[src/rtl/fastica_pkg.sv]
// Shared defaults and FSM state encoding for the channel-mean calculator.
package fastica_pkg;

   localparam int DATA_W_DEF      = 16;
   localparam int N_CH_DEF        = 4;
   localparam int N_SAMP_LOG2_DEF = 7;

   typedef enum logic [1:0] {
      IDLE = 2'd0,
      ACC  = 2'd1,
      DONE = 2'd2
   } mean_state_t;

   // Accumulator width that can absorb 2^n_samp_log2 full-scale samples.
   function automatic int acc_width(input int data_w, input int n_samp_log2);
      return data_w + n_samp_log2;
   endfunction

endpackage

[src/rtl/mean_acc_lane.sv]
// Single-channel sample accumulator with arithmetic-shift (or round-half-up) mean output.
// Optional feature: define MEAN_ROUND_EN for round-half-up instead of floor.
module mean_acc_lane
   import fastica_pkg::*;
#(
   parameter int DATA_W      = DATA_W_DEF,
   parameter int N_SAMP_LOG2 = N_SAMP_LOG2_DEF
) (
   input  logic              clk,
   input  logic              rst_n,
   input  logic              load,
   input  logic              add,
   input  logic              last,
   input  logic [DATA_W-1:0] sample,
   output logic [DATA_W-1:0] mean
);

   localparam int ACC_W = acc_width(DATA_W, N_SAMP_LOG2);

   logic signed [ACC_W-1:0] acc_reg;
   logic signed [ACC_W-1:0] sample_ext;
   logic signed [ACC_W-1:0] sum_next;
   logic signed [ACC_W-1:0] rounded;
   logic                    frac_unused;

   assign sample_ext = {{N_SAMP_LOG2{sample[DATA_W-1]}}, sample};

   // The first sample of a run replaces the old total instead of adding to it.
   assign sum_next = load ? sample_ext : (acc_reg + sample_ext);

`ifdef MEAN_ROUND_EN
   localparam logic signed [ACC_W-1:0] HALF = ACC_W'(1) << (N_SAMP_LOG2 - 1);
   // Cannot overflow: the largest total is 2^N_SAMP_LOG2 below the positive limit.
   assign rounded = sum_next + HALF;
`else
   assign rounded = sum_next;
`endif

   assign frac_unused = ^rounded[N_SAMP_LOG2-1:0];

   always_ff @(posedge clk or negedge rst_n) begin
      if (!rst_n) begin
         acc_reg <= '0;
         mean    <= '0;
      end else begin
         if (load || add) begin
            acc_reg <= sum_next;
         end
         if (last) begin
            mean <= rounded[ACC_W-1:N_SAMP_LOG2];
         end
      end
   end

endmodule

[src/rtl/mean_calc.sv]
// Per-channel mean over 2^N_SAMP_LOG2 accepted samples, one lane per channel.
// Optional feature: MEAN_ROUND_EN selects round-half-up means (default is floor).
module mean_calc
   import fastica_pkg::*;
#(
   parameter int DATA_W      = DATA_W_DEF,
   parameter int N_CH        = N_CH_DEF,
   parameter int N_SAMP_LOG2 = N_SAMP_LOG2_DEF
) (
   input  logic                     clk_mean,
   input  logic                     go_fast,
   input  logic                     en_mean,
   input  logic [N_CH*DATA_W-1:0]   data_in,
   output logic [N_CH*DATA_W-1:0]   mean_out,
   output logic                     mean_valid,
   output logic                     mean_busy,
   output logic [N_SAMP_LOG2:0]     sample_cnt
);

   localparam int               CNT_W    = N_SAMP_LOG2 + 1;
   localparam logic [CNT_W-1:0] FULL     = CNT_W'(1) << N_SAMP_LOG2;
   localparam logic [CNT_W-1:0] LAST_PRE = FULL - CNT_W'(1);

   mean_state_t state_reg;
   logic        accept_first;
   logic        accept_more;
   logic        last_sample;

   assign accept_first = (state_reg == IDLE) && en_mean;
   assign accept_more  = (state_reg == ACC) && en_mean;
   assign last_sample  = accept_more && (sample_cnt == LAST_PRE);

   always_ff @(posedge clk_mean or negedge go_fast) begin
      if (!go_fast) begin
         state_reg  <= IDLE;
         sample_cnt <= '0;
         mean_valid <= 1'b0;
         mean_busy  <= 1'b0;
      end else begin
         mean_valid <= 1'b0;
         case (state_reg)
            IDLE: begin
               if (en_mean) begin
                  state_reg  <= ACC;
                  sample_cnt <= CNT_W'(1);
                  mean_busy  <= 1'b1;
               end
            end
            ACC: begin
               if (en_mean) begin
                  sample_cnt <= sample_cnt + CNT_W'(1);
                  if (sample_cnt == LAST_PRE) begin
                     state_reg  <= DONE;
                     mean_busy  <= 1'b0;
                     mean_valid <= 1'b1;
                  end
               end
            end
            DONE: begin
               // Stay here while the controller keeps en_mean high; a low cycle re-arms.
               if (!en_mean) begin
                  state_reg  <= IDLE;
                  sample_cnt <= '0;
               end
            end
            default: begin
               state_reg  <= IDLE;
               sample_cnt <= '0;
               mean_busy  <= 1'b0;
            end
         endcase
      end
   end

   for (genvar gi = 0; gi < N_CH; gi++) begin : g_lane
      mean_acc_lane #(
         .DATA_W      (DATA_W),
         .N_SAMP_LOG2 (N_SAMP_LOG2)
      ) u_lane (
         .clk    (clk_mean),
         .rst_n  (go_fast),
         .load   (accept_first),
         .add    (accept_more),
         .last   (last_sample),
         .sample (data_in[gi*DATA_W +: DATA_W]),
         .mean   (mean_out[gi*DATA_W +: DATA_W])
      );
   end

endmodule

[config.mk]
export PLATFORM = sky130hd
export DESIGN_NAME = mean_calc
export DESIGN_NICKNAME = d
export VERILOG_FILES = /design/src/rtl/fastica_pkg.sv /design/src/rtl/mean_acc_lane.sv /design/src/rtl/mean_calc.sv
export SDC_FILE = /design/constraint.sdc
export NUM_CORES = 1
export LEC_CHECK = 0
export ABC_CLOCK_PERIOD_IN_PS = 6920
export CORE_MARGIN = 2
export CORE_UTILIZATION = 35
export CTS_CLUSTER_DIAMETER = 30
export CTS_CLUSTER_SIZE = 10
export DETAILED_ROUTE_END_ITERATION = 8
export SYNTH_ARGS = -nofsm -noshare
export SYNTH_HDL_FRONTEND = slang
export SYNTH_SLANG_ARGS = --single-unit
export TNS_END_PERCENT = 1
[constraint.sdc]
create_clock -name clk_mean -period 6.92 [get_ports clk_mean]
set_clock_uncertainty 0.1 [all_clocks]
set_input_delay 0.692 -clock clk_mean [delete_from_list [all_inputs] [get_ports clk_mean]]
set_output_delay 0.692 -clock clk_mean [all_outputs]
set_load 0.01 [all_outputs]
* Word level (Yosys, flattened, before mapping)
Index checks and enable logic that the tools add are counted.
W data, S select, Z words.
** Operators by class
- Add/subtract/negate cells :: 5
- $mul :: 0
- Div/mod/pow operators :: 0
- $lt $le $gt $ge :: 0
- Equal/unequal tests :: 7
- Shifts and indexed selects :: 0
- Multiplexer cells :: 20
- Bitwise logic cells :: 1
- Reduce and logical (&&, ||, !) cells :: 8
** Operators by type and width (number)
- $add A23 B16 Y23 :: 4
- $mux W23 :: 4
- $mux W8 :: 3
- $pmux W8 S3 :: 1
- $add A8 B1 Y8 const B :: 1
- $eq A8 B7 Y1 const B :: 1
- $mux W2 :: 4
- $reduce_and A4 Y1 :: 2
- $mux W1 :: 6
- $ne A2 B2 Y1 const B :: 3
- $pmux W2 S3 :: 1
- $logic_and A1 B1 Y1 :: 3
- $pmux W1 S3 :: 1
- $reduce_and A3 Y1 :: 1
- $eq A2 B1 Y1 const B :: 1
- $eq A2 B2 Y1 const B :: 1
- $logic_not A2 Y1 :: 1
- $ne A2 B1 Y1 const B :: 1
- $logic_or A1 B1 Y1 :: 1
- $not A1 Y1 :: 1
** Storage, ports and cells
- Register bits :: 168
- Bits in latches :: 0
- RAM bits :: 0
- Memory bits (read-only) :: 0
- Bits of input ports :: 67
- Output and inout bits :: 74
- Word-level logic and storage cells :: 53
- Memories kept :: 0

* Depth between registers and ports, before layout
- Depth after elaboration :: 4
- Gate-level depth with buffers :: 12

* Cells and area by module
From an unflattened synthesis, not the netlist that was laid out.
** Second synthesis, totals
- Cell total of the unflattened synthesis :: 1394
- Area total of the unflattened synthesis :: 12280.5 um^2
** Modules (own cells, without submodules)
- mean_acc_lane at g_lane[0].u_lane ... :: times used 2, cells each 330, area an instance 2882.8 um^2, seq. area each 975.9 um^2
- mean_acc_lane at g_lane[2].u_lane :: times used 1, cells each 343, area an instance 2962.8 um^2, seq. area each 975.9 um^2
- mean_acc_lane at g_lane[3].u_lane :: times used 1, cells each 322, area an instance 2891.5 um^2, seq. area each 975.9 um^2
- mean_calc :: times used 1, cells each 69, area an instance 660.6 um^2, seq. area each 300.3 um^2

* Least setup slack after synthesis
OpenSTA, ideal clock, no wires.
- Path type :: input-to-reg
- Start point :: input data_in[48]
- End point :: register g_lane[3].u_lane.acc_reg[22]
- Arrival :: 3.063 ns
- Required time :: 6.681 ns
- Setup slack :: 3.619 ns
- Stages on the path :: 12
- Buffers on the path :: 0
- Cells stage by stage :: ha_1 -> inv_1 -> fa_1 -> nor2b_1 -> o2111ai_2 -> and2_1 -> a21oi_1 -> a41oi_2 -> o21ai_2 -> a31oi_2 -> mux2i_1 -> or4_1
** Between the ends
- Cells in the longest elaborated chain, start to end :: 2
** Ends and longest elaborated chain
- from (decl) :: RTL line mean_calc.sv:13 : input logic [N_CH*DATA_W-1:0] data_in,
- $add A23 B16 Y23 :: RTL line mean_acc_lane.sv:29 : assign sum_next = load ? sample_ext : (acc_reg + sample_ext);
- $mux W23 :: RTL line mean_acc_lane.sv:29
- to (signal assigned) :: RTL line mean_acc_lane.sv:47 : acc_reg <= sum_next;
- to (decl) :: RTL line mean_acc_lane.sv:20 : logic signed [ACC_W-1:0] acc_reg;
Every way passes these cells.
A chain may end at the register's enable or synchronous reset.

* Final worst setup path
- Start point :: input en_mean
- End point :: register g_lane[3].u_lane.mean[8]
** Between the ends
- Cells in the longest elaborated chain, start to end :: 2
- Elaborated cells between the ends (all ways) :: 4
- Those cells by class :: 1 x mux; 3 x reduce/logical
** Ends and longest elaborated chain
- from (decl) :: RTL line mean_calc.sv:12 : input logic en_mean,
- $logic_and A1 B1 Y1, on equally long branches :: RTL line mean_calc.sv:29, mean_calc.sv:30
- $mux W23 or $logic_and A1 B1 Y1 (tied branches) :: RTL line mean_acc_lane.sv:29, mean_calc.sv:31
- to (signal assigned) :: RTL line mean_acc_lane.sv:50 : mean <= rounded[ACC_W-1:N_SAMP_LOG2];
- to (decl) :: RTL line mean_acc_lane.sv:15 : output logic [DATA_W-1:0] mean
Several ways; a longest one is shown, not always the timed one.

==> reports/qor.txt <==
Core Box Area -> 31,600 um^2
Synth-to-Final Area Change -> 21.3%
max-cap viol count -> 0
Initial DRT Pass Iterations -> 4
worst skew pair latency -> 440 ps
Starting Density -> 35.6%
TritonCTS Buffers -> 17
CP max-delay cell -> nor2_1
number of synthesized flops with an enable pin -> 0
outcome -> completed
Crit path required time -> 7130 ps
Synth Warn # -> 0
Fin. Hold Viols -> 0
pwr/cell area -> 399 nW/um^2
DR vias/cell -> 5.23
Hold-fix buffers, CTS -> 0
Worst Tran Pin Value -> 1050 ps
async set-reset flop share out of synthesis -> 100%
root buffer cell -> clkbuf_16
slew margin rel. -> 30.0%
DRC Markers -> 0
Area contributors post-synth -> dfrtp_1 37%, ha_1 9.9%, nand2_1 8.3%, o21ai_0 6.2%, a21oi_1 5.1%
Min-Delay Path Class -> input pin to asynchronous set/reset pin
initial antenna violation count -> 0
CTS tree -> built
fin worst setup slack -> 2530 ps
H-tree depth -> 4
total clock sinks -> 168
final hold slack -> 241 ps
share of layout cells above drive strength 1 -> 4.75%
Total Routed Length -> 29,200 um
Setup Total Neg Slack -> 0 ps
gp weighted congestion -> 0.826
Mapped Cells -> 1,305
minimum clock period -> 4390 ps
endpoints failing setup -> 0
share of the synthesized area in the top cell type -> 37.4%
Synth Net Count -> 1,465
DR iter-0 viols -> 506
largest net degree at the start of global routing -> 89
WL/cell -> 15.9 um
arrival time of the worst setup path -> 4610 ps
# rows -> 65
crit-path max cell delay -> 800 ps
grt ovf -> 0
Max Clk Rate -> 228 MHz
crit start category -> input pin
max reg flops -> 92
via count -> 9,583
Most used DFF post-synth -> dfrtp_1
number of synthesized register bits -> 168
Post-Layout Inst Area -> 13,600 um^2
DIE AREA -> 33,500 um^2
Max Fanout on Critical Path -> 88
sequential area share after synthesis -> 37.4%
Worst R2R Path Depth -> 6
IO Pins -> 141
crit end category -> flop
vias in the first global route -> 9,433
worst vdd ir -> 131 uV
Mapped Avg Cell Area -> 8.61 um^2
Synth area leader -> dfrtp_1
Synth Cell Area -> 11,200 um^2
RSZ-0062 raised after global routing -> no
CTS resizes -> 0
Bufs on Longest Clock Path -> 2
area taken by multi-input logic gates -> 6740 um^2
distinct cell type count after synthesis -> 70
Pleak -> 6.26 nW
fin crit share -> 63.5%
global-route wire length before repair -> 48,100 um
Setup WS pre-CTS -> 2000 ps
post-CTS setup buffer count -> 0
placed inst area -> 13,000 um^2
antenna-violating nets left -> 0
Port Buffers -> 140
max-slew violation count -> 0
die width -> 183 um
FILL cells -> 3,121
number of diodes -> 0
Layout Nets -> 1,579
HPWL after DPL -> 20,700 um
Die H -> 183 um
most common cell in the synthesized netlist -> nand2_1
crit-path cells -> clkdlybuf4s50_1 -> nand2b_4 -> nor2_1 -> nand2_4 -> inv_1 -> buf_4 -> mux2_2
Reg area -> 4210 um^2
Worst Setup Path Type -> input pin to flop
top post-synthesis cells by count -> 248 x nand2_1, 168 x dfrtp_1, 139 x o21ai_0
GRT Util Overall -> 17.7%
Clock Pin Slew Worst Setup and Hold Paths -> 80 ps
-- path summary, 6_finish.rpt --
path | end | slack (ps) | startpoint
max in group asynchronous | g_lane[1].u_lane.acc_reg[16] | 4880 | go_fast
setup / recovery | g_lane[3].u_lane.mean[8] | 2530 | en_mean
hold reg to reg | g_lane[1].u_lane.mean[6] | 380 | g_lane[1].u_lane.mean[6]
hold / removal | g_lane[2].u_lane.acc_reg[0] | 240 | go_fast
min in group clk_mean | g_lane[1].u_lane.mean[6] | 380 | g_lane[1].u_lane.mean[6]
setup reg to reg | g_lane[3].u_lane.mean[8] | 2870 | state_reg[1]
-- cells by family after synthesis --
group | Yosys count | synth area share, %
fa+ha+maj | 93 | 10.6
xor+xnor | 81 | 6.32
mux | 41 | 3.70
buf+inv | 85 | 2.84
compound gates | 408 | 22.4
simple gates | 429 | 16.7
flops | 168 | 37.4
-- critical path, delay by kind of cell --
family | cells | cell delay, ps
multiplexers | 1 | 360
AND/OR/NAND/NOR | 3 | 1970
buffers and inverters | 3 | 1530
-- routing by layer --
metal / global-route usage (%) / routed length [um] / share of wire [%] / up-vias
met4: 5.12 / 503 / 1.7 / 0
li1: - / - / - / 4865
met5: 0 / 0 / 0 / -
met2: 30.0 / 13700 / 47 / 131
met3: 2.38 / 762 / 2.6 / 28
met1: 23.8 / 14200 / 49 / 4559
-- through the flow --
stage               std cells  util [%]  power [mW]
detailed placement       1802      41.3        4.46
CTS                      1834      43.2        5.47
finish                   1834      43.2        5.43
floorplan                1305         -        3.78
global placement         1802      41.3        4.39
global route             1834      43.2        5.93
-- final cells by class --
cell class | instances | share of cell area, %
clock buffer | 19 | 3.32
clock inverter | 13 | 1.05
inverter | 32 | 0.882
multi-input combinational | 1052 | 49.4
sequential | 168 | 30.9
tap | 402 | 3.69
timing repair buffer | 148 | 10.7
-- cells in the final DEF (no fill, tap or decap), drive strengths merged, types with 12 or more instances in the layout --
cell / instances
nor2b: 20
dfrtp: 168
xor2: 31
mux2i: 37
ha: 89
clkdlybuf4s50: 139
nand2b: 15
a21o: 35
xnor2: 50
clkbuf: 19
o21a: 16
nor2: 68
nand3: 15
a21oi: 117
o31ai: 14
nand2: 248
a211oi: 13
o21ai: 145
a31oi: 12
inv: 36
nor3: 17
-- report_power, final --
part | internal [mW] | switching [mW] | leakage (nW) | total [mW]
Clock | 0.556 | 0.432 | 0.291 | 0.987
Combinational | 1.31 | 1.68 | 3.82 | 2.99
Sequential | 1.26 | 0.188 | 2.15 | 1.45
No activity file was read; power rests on OpenSTA's default activity.
